**config.mk**
```make
export PLATFORM = sky130hd
export DESIGN_NAME = tl_sensor_cond
export DESIGN_NICKNAME = d
export VERILOG_FILES = /design/src/rtl/tl_sensor_cond.sv
export SDC_FILE = /design/constraint.sdc
export NUM_CORES = 1
export LEC_CHECK = 0
export CORE_MARGIN = 3
export CORE_UTILIZATION = 53
export CTS_BUF_LIST = sky130_fd_sc_hd__clkbuf_4 sky130_fd_sc_hd__clkbuf_8 sky130_fd_sc_hd__clkbuf_16
export CTS_CLUSTER_SIZE = 20
export DETAILED_ROUTE_END_ITERATION = 6
export GPL_ROUTABILITY_DRIVEN = 0
export GPL_TIMING_DRIVEN = 0
export PLACE_DENSITY = 0.7
export SETUP_SLACK_MARGIN = 0.05
export SLEW_MARGIN = 20
export SYNTH_ARGS = -nofsm -noshare
export SYNTH_HDL_FRONTEND = slang
export SYNTH_SLANG_ARGS = --single-unit
```
**constraint.sdc**
```tcl
create_clock -name clk -period 2.7 [get_ports clk]
set_input_delay 0.54 -clock clk [delete_from_list [all_inputs] [get_ports clk]]
set_output_delay 0.54 -clock clk [all_outputs]
set_load 0.05 [all_outputs]
```
**src/rtl/tl_sensor_cond.sv**
```systemverilog
// Street car-detector conditioning: per-lane 2-flop sync, debounce, presence hold
// extension and a stuck-sensor monitor that forces "no traffic" and flags a fault.
module tl_sensor_cond #(
    parameter int DB_CYCLES    = 4,
    parameter int HOLD_CYCLES  = 3,
    parameter int STUCK_CYCLES = 64,
    parameter int CNT_W        = 8
) (
    input  logic clk,
    input  logic reset,
    input  logic raw_a,
    input  logic raw_b,
    output logic Ta,
    output logic Tb,
    output logic fault_a,
    output logic fault_b
);

    typedef enum logic [1:0] {
        IDLE  = 2'd0,
        BUSY  = 2'd1,
        HOLD  = 2'd2,
        FAULT = 2'd3
    } lane_state_t;

    localparam logic [CNT_W-1:0] DB_LAST    = CNT_W'(DB_CYCLES - 1);
    localparam logic [CNT_W-1:0] HOLD_LAST  = CNT_W'(HOLD_CYCLES - 1);
    localparam logic [CNT_W-1:0] STUCK_LAST = CNT_W'(STUCK_CYCLES - 1);
    localparam logic [CNT_W-1:0] CNT_ONE    = CNT_W'(1);

    // Lane 0 is street A, lane 1 is street B; the lanes share nothing but the clock.
    logic [1:0] raw;
    logic [1:0] present;
    logic [1:0] stuck;

    assign raw     = {raw_b, raw_a};
    assign Ta      = present[0];
    assign Tb      = present[1];
    assign fault_a = stuck[0];
    assign fault_b = stuck[1];

    for (genvar i = 0; i < 2; i++) begin : g_lane
        logic             s1;
        logic             s2;
        logic             db;
        logic [CNT_W-1:0] db_cnt;

        lane_state_t      state;
        lane_state_t      state_nxt;
        logic [CNT_W-1:0] hold_cnt;
        logic [CNT_W-1:0] hold_nxt;
        logic [CNT_W-1:0] stuck_cnt;
        logic [CNT_W-1:0] stuck_nxt;
        logic             t_q;
        logic             t_nxt;
        logic             f_q;
        logic             f_nxt;

        // s1 may go metastable; only s2 is allowed to feed any decision.
        always_ff @(posedge clk or negedge reset) begin
            if (!reset) begin
                s1     <= 1'b0;
                s2     <= 1'b0;
                db     <= 1'b0;
                db_cnt <= '0;
            end else begin
                // NOTE: non-blocking so s2 takes the old s1; blocking here would collapse the synchronizer.
                s1 <= raw[i];
                s2 <= s1;
                if (s2 == db) begin
                    db_cnt <= '0;
                end else if (db_cnt == DB_LAST) begin
                    db     <= s2;
                    db_cnt <= '0;
                end else begin
                    db_cnt <= db_cnt + CNT_ONE;
                end
            end
        end

        always_ff @(posedge clk or negedge reset) begin
            if (!reset) begin
                state     <= IDLE;
                hold_cnt  <= '0;
                stuck_cnt <= '0;
                t_q       <= 1'b0;
                f_q       <= 1'b0;
            end else begin
                state     <= state_nxt;
                hold_cnt  <= hold_nxt;
                stuck_cnt <= stuck_nxt;
                t_q       <= t_nxt;
                f_q       <= f_nxt;
            end
        end

        always_comb begin
            // NOTE: every output defaults first so no path through the case infers a latch.
            state_nxt = state;
            hold_nxt  = hold_cnt;
            stuck_nxt = stuck_cnt;
            case (state)
                IDLE: begin
                    if (db) begin
                        state_nxt = BUSY;
                        stuck_nxt = '0;
                    end
                end
                BUSY: begin
                    if (!db) begin
                        state_nxt = HOLD;
                        hold_nxt  = HOLD_LAST;
                    end else if (stuck_cnt == STUCK_LAST) begin
                        state_nxt = FAULT;
                    end else begin
                        stuck_nxt = stuck_cnt + CNT_ONE;
                    end
                end
                HOLD: begin
                    // Re-arrival is tested before expiry so a returning car keeps Tx high.
                    if (db) begin
                        state_nxt = BUSY;
                        stuck_nxt = '0;
                    end else if (hold_cnt == '0) begin
                        state_nxt = IDLE;
                    end else begin
                        hold_nxt = hold_cnt - CNT_ONE;
                    end
                end
                FAULT: begin
                    if (!db) begin
                        state_nxt = IDLE;
                    end
                end
                default: begin
                    state_nxt = IDLE;
                end
            endcase
            // Outputs decode the next state so they land in flops alongside it.
            t_nxt = (state_nxt == BUSY) || (state_nxt == HOLD);
            f_nxt = (state_nxt == FAULT);
        end

        assign present[i] = t_q;
        assign stuck[i]   = f_q;
    end

endmodule

```
# == Yosys cells after proc, flatten, opt, wreduce, memory -nomap -nowiden ==
# Index checks and enable logic that the tools add are counted.
# word_totals
regBits,62
elab_cells,108
# op_classes
eq_ne,30
n_bitwise,2
addsub,6
mux,34
n_reduce_logical,18
# ops
cell,count
$mux 8,16
$pmux 8 s2,4
$add 8x1->8 const B,4
$mux 2,12
$ne 2x2->1 const B,10
$eq 2x2->1 const B,8
$eq 8x2->1 const B,2
$eq 8x6->1 const B,2
$logic_not 8->1,2
$pmux 2 s4,2
$reduce_and 4->1,4
$sub 8x1->8 const B,2
$eq 2x1->1 const B,4
$reduce_bool 2->1,4
$logic_not 2->1,2
$ne 2x1->1 const B,2
$reduce_and 2->1,2
$reduce_or 2->1,2
$eq 1x1->1,2
$logic_or 1x1->1,2
$not 1->1,2

# == Logic depth before layout (Yosys ltp) ==
# logic_depth
word_depth,6
ltp_mapped,6

# == Worst setup path after synthesis ==
# OpenSTA, ideal clock, no wires.
# synth_timing
path_kind,register -> register
startpoint,register g_lane[0].hold_cnt[5]
endpoint,register g_lane[0].t_q (netlist: Ta)
required_ps,2574
path_stages_with_launch,5
setup_slack_ps,796
t_arrival_ps,1778
path_buffers,0
cell_sequence,dfrtp_1 -> or4_4 -> o31ai_1 -> a22oi_1 -> ha_1
# synth_via
elab_chain_cells,6
word_cells_on_any_way,7
# synth_lines
item,line,rtl
"start, declared",50,logic [CNT_W-1:0] hold_cnt;
"start signal, assigned",90,hold_cnt <= hold_nxt;
$logic_not 8->1 (*),124,end else if (hold_cnt == '0) begin
$mux 2 (*),124,
$mux 2 (*),121,if (db) begin
$pmux 2 s4 (*),102,case (state)
named net g_lane[0].state_nxt[1],49,lane_state_t state_nxt;
$eq 2x1->1 or $eq 2x2->1 (tied branches),140,t_nxt = (state_nxt == BUSY) || (state_nxt == HOLD);
$logic_or 1x1->1 (*),140,
named net g_lane[0].t_nxt,55,logic t_nxt;
"end signal, assigned",92,t_q <= t_nxt;
"end, declared",54,logic t_q;
# The timed path passes the listed nets; every way through them passes the cells marked *.
# A chain may end at the register's enable or synchronous reset.

# == Worst setup path in the final report ==
# Ends and elaborated chain as after synthesis.

==> metrics.txt <==
# TYPE chip_impl_metric gauge
chip_impl_metric{name="wirelength",unit="um"} 5510
chip_impl_metric{name="die_h",unit="um"} 81.8
chip_impl_metric{name="grt_antenna_before_repair",unit=""} 0
chip_impl_metric{name="grt.overflow.total",unit=""} 0
chip_impl_metric{name="global_route.usage.total",unit="%"} 19.5
chip_impl_metric{name="die-width",unit="um"} 81.8
chip_impl_metric{name="first_pass_iters",unit=""} 4
chip_impl_metric{name="cts-htree-levels",unit=""} 3
chip_impl_metric{name="synthArstFlopShare",unit="%"} 100
chip_impl_info{name="layout.cells.most_common",value="sky130_fd_sc_hd__dfrtp_1"} 1
chip_impl_metric{name="area_enclosed_by_the_die_boundary",unit="sq mm"} 0.00670
chip_impl_metric{name="fmaxAchievable",unit="GHz"} 0.480
chip_impl_metric{name="remaining_drc_errors",unit=""} 0
chip_impl_metric{name="initial_core_util",unit="%"} 57.1
chip_impl_metric{name="crit_fanout",unit=""} 5
chip_impl_info{name="path_class",value="flop to flop"} 1
chip_impl_metric{name="synth.distinct_cells",unit=""} 54
chip_impl_metric{name="route.antenna.remaining_nets",unit=""} 0
chip_impl_metric{name="final_period_minus_worst_setup_slack",unit="ns"} 2.08
chip_impl_metric{name="synthesis.area",unit="sq mm"} 0.00305
chip_impl_metric{name="static-leakage-power",unit="nW"} 1.51
chip_impl_metric{name="number_of_gates_resized_after_cts",unit=""} 0
chip_impl_metric{name="via_count",unit=""} 2252
chip_impl_metric{name="core.rowCount",unit=""} 26
chip_impl_metric{name="synth.yosys.warnings",unit=""} 0
chip_impl_metric{name="design_power_total",unit="mW"} 3.26
chip_impl_metric{name="finalMaxSlewViolations",unit=""} 0
chip_impl_info{name="worst_hold_path_type",value="input pin to asynchronous set/reset pin"} 1
chip_impl_info{name="cts_tree",value="yes"} 1
chip_impl_metric{name="core_area",unit="sq mm"} 0.00534
chip_impl_metric{name="clk_path_buf_depth",unit=""} 2
chip_impl_metric{name="insertedDiodeCount",unit=""} 0
chip_impl_metric{name="sinks_on_clock_net",unit=""} 62
chip_impl_metric{name="fin_hold_ws",unit="ns"} 0.0992
chip_impl_metric{name="route.detailed.vias_per_inst",unit=""} 5.77
chip_impl_info{name="run_status",value="completed"} 1
chip_impl_info{name="clk_root_buffer_cell",value="sky130_fd_sc_hd__clkbuf_8"} 1
chip_impl_metric{name="critical_path_arrival",unit="ns"} 2.31
chip_impl_metric{name="crit_required",unit="ns"} 2.93
chip_impl_metric{name="post_cts.repair.setup_buffers",unit=""} 0
chip_impl_metric{name="detailed_place_hpwl",unit="um"} 3750
chip_impl_metric{name="cts_hold_fix_bufs",unit=""} 0
chip_impl_metric{name="finalHoldViolations",unit=""} 0
chip_impl_metric{name="cts-buffers-inserted",unit=""} 9
chip_impl_metric{name="regArea",unit="sq mm"} 0.00155
chip_impl_metric{name="transition_time_of_the_tightest_slew_check_pin",unit="ns"} 0.642
chip_impl_metric{name="powerDensity",unit="mW/mm^2"} 949
chip_impl_info{name="crit_path_start_kind",value="flop"} 1
chip_impl_metric{name="yosysSeqAreaShare",unit="%"} 50.9
chip_impl_metric{name="finalCritPeriodShare",unit="%"} 77.2
chip_impl_metric{name="vdd_drop_max",unit="mV"} 0.446
chip_impl_metric{name="syn_nets",unit=""} 309
chip_impl_info{name="synthFlopType",value="sky130_fd_sc_hd__dfrtp_1"} 1
chip_impl_metric{name="finalNetCount",unit=""} 328
chip_impl_metric{name="routed_wire_length_per_instance",unit="um"} 14.1
chip_impl_metric{name="multiInputGateArea",unit="sq mm"} 0.00140
chip_impl_metric{name="first_iter_violations",unit=""} 128
chip_impl_info{name="setup_repair_after_global_routing_missed_its_margin",value="false"} 1
chip_impl_metric{name="syn-instance-count",unit=""} 296
chip_impl_metric{name="setup_violations",unit=""} 0
chip_impl_info{name="worst_setup_path_end_kind",value="flop"} 1
chip_impl_metric{name="max-slew-margin-rel",unit="%"} 56.8
chip_impl_metric{name="grt_max_degree",unit=""} 38
chip_impl_metric{name="number_of_max_cap_violations",unit=""} 0
chip_impl_metric{name="synthesis.area_per_instance",unit="sq um"} 10.3
chip_impl_metric{name="grt_pass1_wl",unit="um"} 9980
chip_impl_metric{name="worstSkewPairLatency",unit="ns"} 0.34
chip_impl_metric{name="syn2layout_area_growth",unit="%"} 12.9
chip_impl_info{name="layout.cells.most_common_list",value="sky130_fd_sc_hd__dfrtp_1, sky130_fd_sc_hd__nor2_1, sky130_fd_sc_hd__nand2_1, sky130_fd_sc_hd__nand3_1, sky130_fd_sc_hd__inv_1"} 1
chip_impl_metric{name="largest_clock_skew_in_the_final_design",unit="ns"} 0.0121
chip_impl_metric{name="clk_transition_reported_paths",unit="ns"} 0.07
chip_impl_metric{name="port-buffer-count",unit=""} 7
chip_impl_metric{name="layout_cell_share_with_drive_strength_beyond_1",unit="%"} 9.69
chip_impl_metric{name="yosys_register_bits",unit=""} 62
chip_impl_metric{name="final_layout_fill_cell_count",unit=""} 457
chip_impl_metric{name="design.portCount",unit=""} 8
chip_impl_metric{name="synth_edf_count",unit=""} 0
chip_impl_metric{name="first_global_vias",unit=""} 2245
==> final timing paths <==
kind	startpoint	end	slack, ns	cells past startpoint
worst max-delay path	g_lane[0].hold_cnt[5]$_DFFE_PN0P_	Ta$_DFF_PN0_	0.62	4
worst min-delay path	reset	g_lane[1].hold_cnt[4]$_DFFE_PN0P_	0.1	1
worst max register to register	g_lane[0].hold_cnt[5]$_DFFE_PN0P_	Ta$_DFF_PN0_	0.62	4
worst min register to register	g_lane[0].s1$_DFF_PN0_	g_lane[0].s2$_DFF_PN0_	0.35	0
max in group asynchronous	reset	g_lane[1].db_cnt[0]$_DFF_PN0_	2.11	2
min in group clk	g_lane[0].s1$_DFF_PN0_	g_lane[0].s2$_DFF_PN0_	0.35	0
==> routing by layer <==
| metal | share of wire [%] | vias up | GRT usage, % |
|---|---|---|---|
| met5 | 0 | - | 0 |
| met4 | 1.9 | 0 | 10.1 |
| met3 | 2.5 | 9 | 4.28 |
| met2 | 47 | 20 | 30.7 |
| met1 | 49 | 1106 | 25.1 |
| li1 | - | 1117 | - |
==> layout make-up <==
cell class,instances,area share [%]
sequential,62,45.1
multi-input combinational,208,40.6
clock buffer,10,3.82
timing repair buffer,8,2.55
tap,70,2.55
clock inverter,6,2.51
inverter,16,1.75
buffer,10,1.13
==> cell families after synthesis <==
group,share of synthesized area [%]
flops,50.9
buf+inv,3.24
simple gates,20.0
xor+xnor,5.17
mux,2.63
fa+ha+maj,3.69
compound gates,14.3
==> cells in the mapped netlist, drive strengths merged, types with 5 or more instances <==
cell type	instances	share of area (%)
nand2	20	2.5
nand4	5	1.0
and3	7	1.5
mux2i	5	1.6
xor2	10	2.9
o21ai	14	2.3
inv	16	2.0
or3	5	1.0
a21oi	8	1.3
nor2	27	3.3
dfrtp	62	51
a31oi	5	1.0
xnor2	8	2.3
clkbuf	8	0.99
ha	9	3.7
o211ai	6	1.5
nor3	10	1.6
nand3	18	3.0
==> power breakdown <==
group | leakage (nW) | total (mW) | switching, mW | internal (mW)
Combinational | 0.579 | 1.04 | 0.649 | 0.388
Sequential | 0.822 | 1.33 | 0.206 | 1.13
Clock | 0.110 | 0.895 | 0.367 | 0.528
==> through the flow <==
step                setup TNS (ns)  setup WS, ns  cell area, sq um  util (%)  std cells
floorplan                        0         0.796              3050         -        296
global placement            -57.46        -0.930              3210      60.1        373
detailed placement               0         0.612              3220      60.4        374
CTS                              0         0.599              3440      64.5        390
global route                     0         0.447              3440      64.5        390
finish                           0         0.616              3440      64.5        390
==> state kept, by name (all words and copies together) (netlist names) <==
name and flops:
g_lane.db 2, g_lane.hold_cnt 16, fault_a 1, Ta 1, g_lane.stuck_cnt 16, g_lane.state 4
fault_b 1, g_lane.s1 2, Tb 1, g_lane.db_cnt 16, g_lane.s2 2
==> worst max-delay path, stage by stage, from the launching register on <==
cell                      delay, ns
sky130_fd_sc_hd__dfrtp_1       0.41
sky130_fd_sc_hd__or4_4         0.58
sky130_fd_sc_hd__o31ai_1       0.48
sky130_fd_sc_hd__a22oi_1       0.18
sky130_fd_sc_hd__ha_1          0.33
Power figures use the tool's default switching activity.
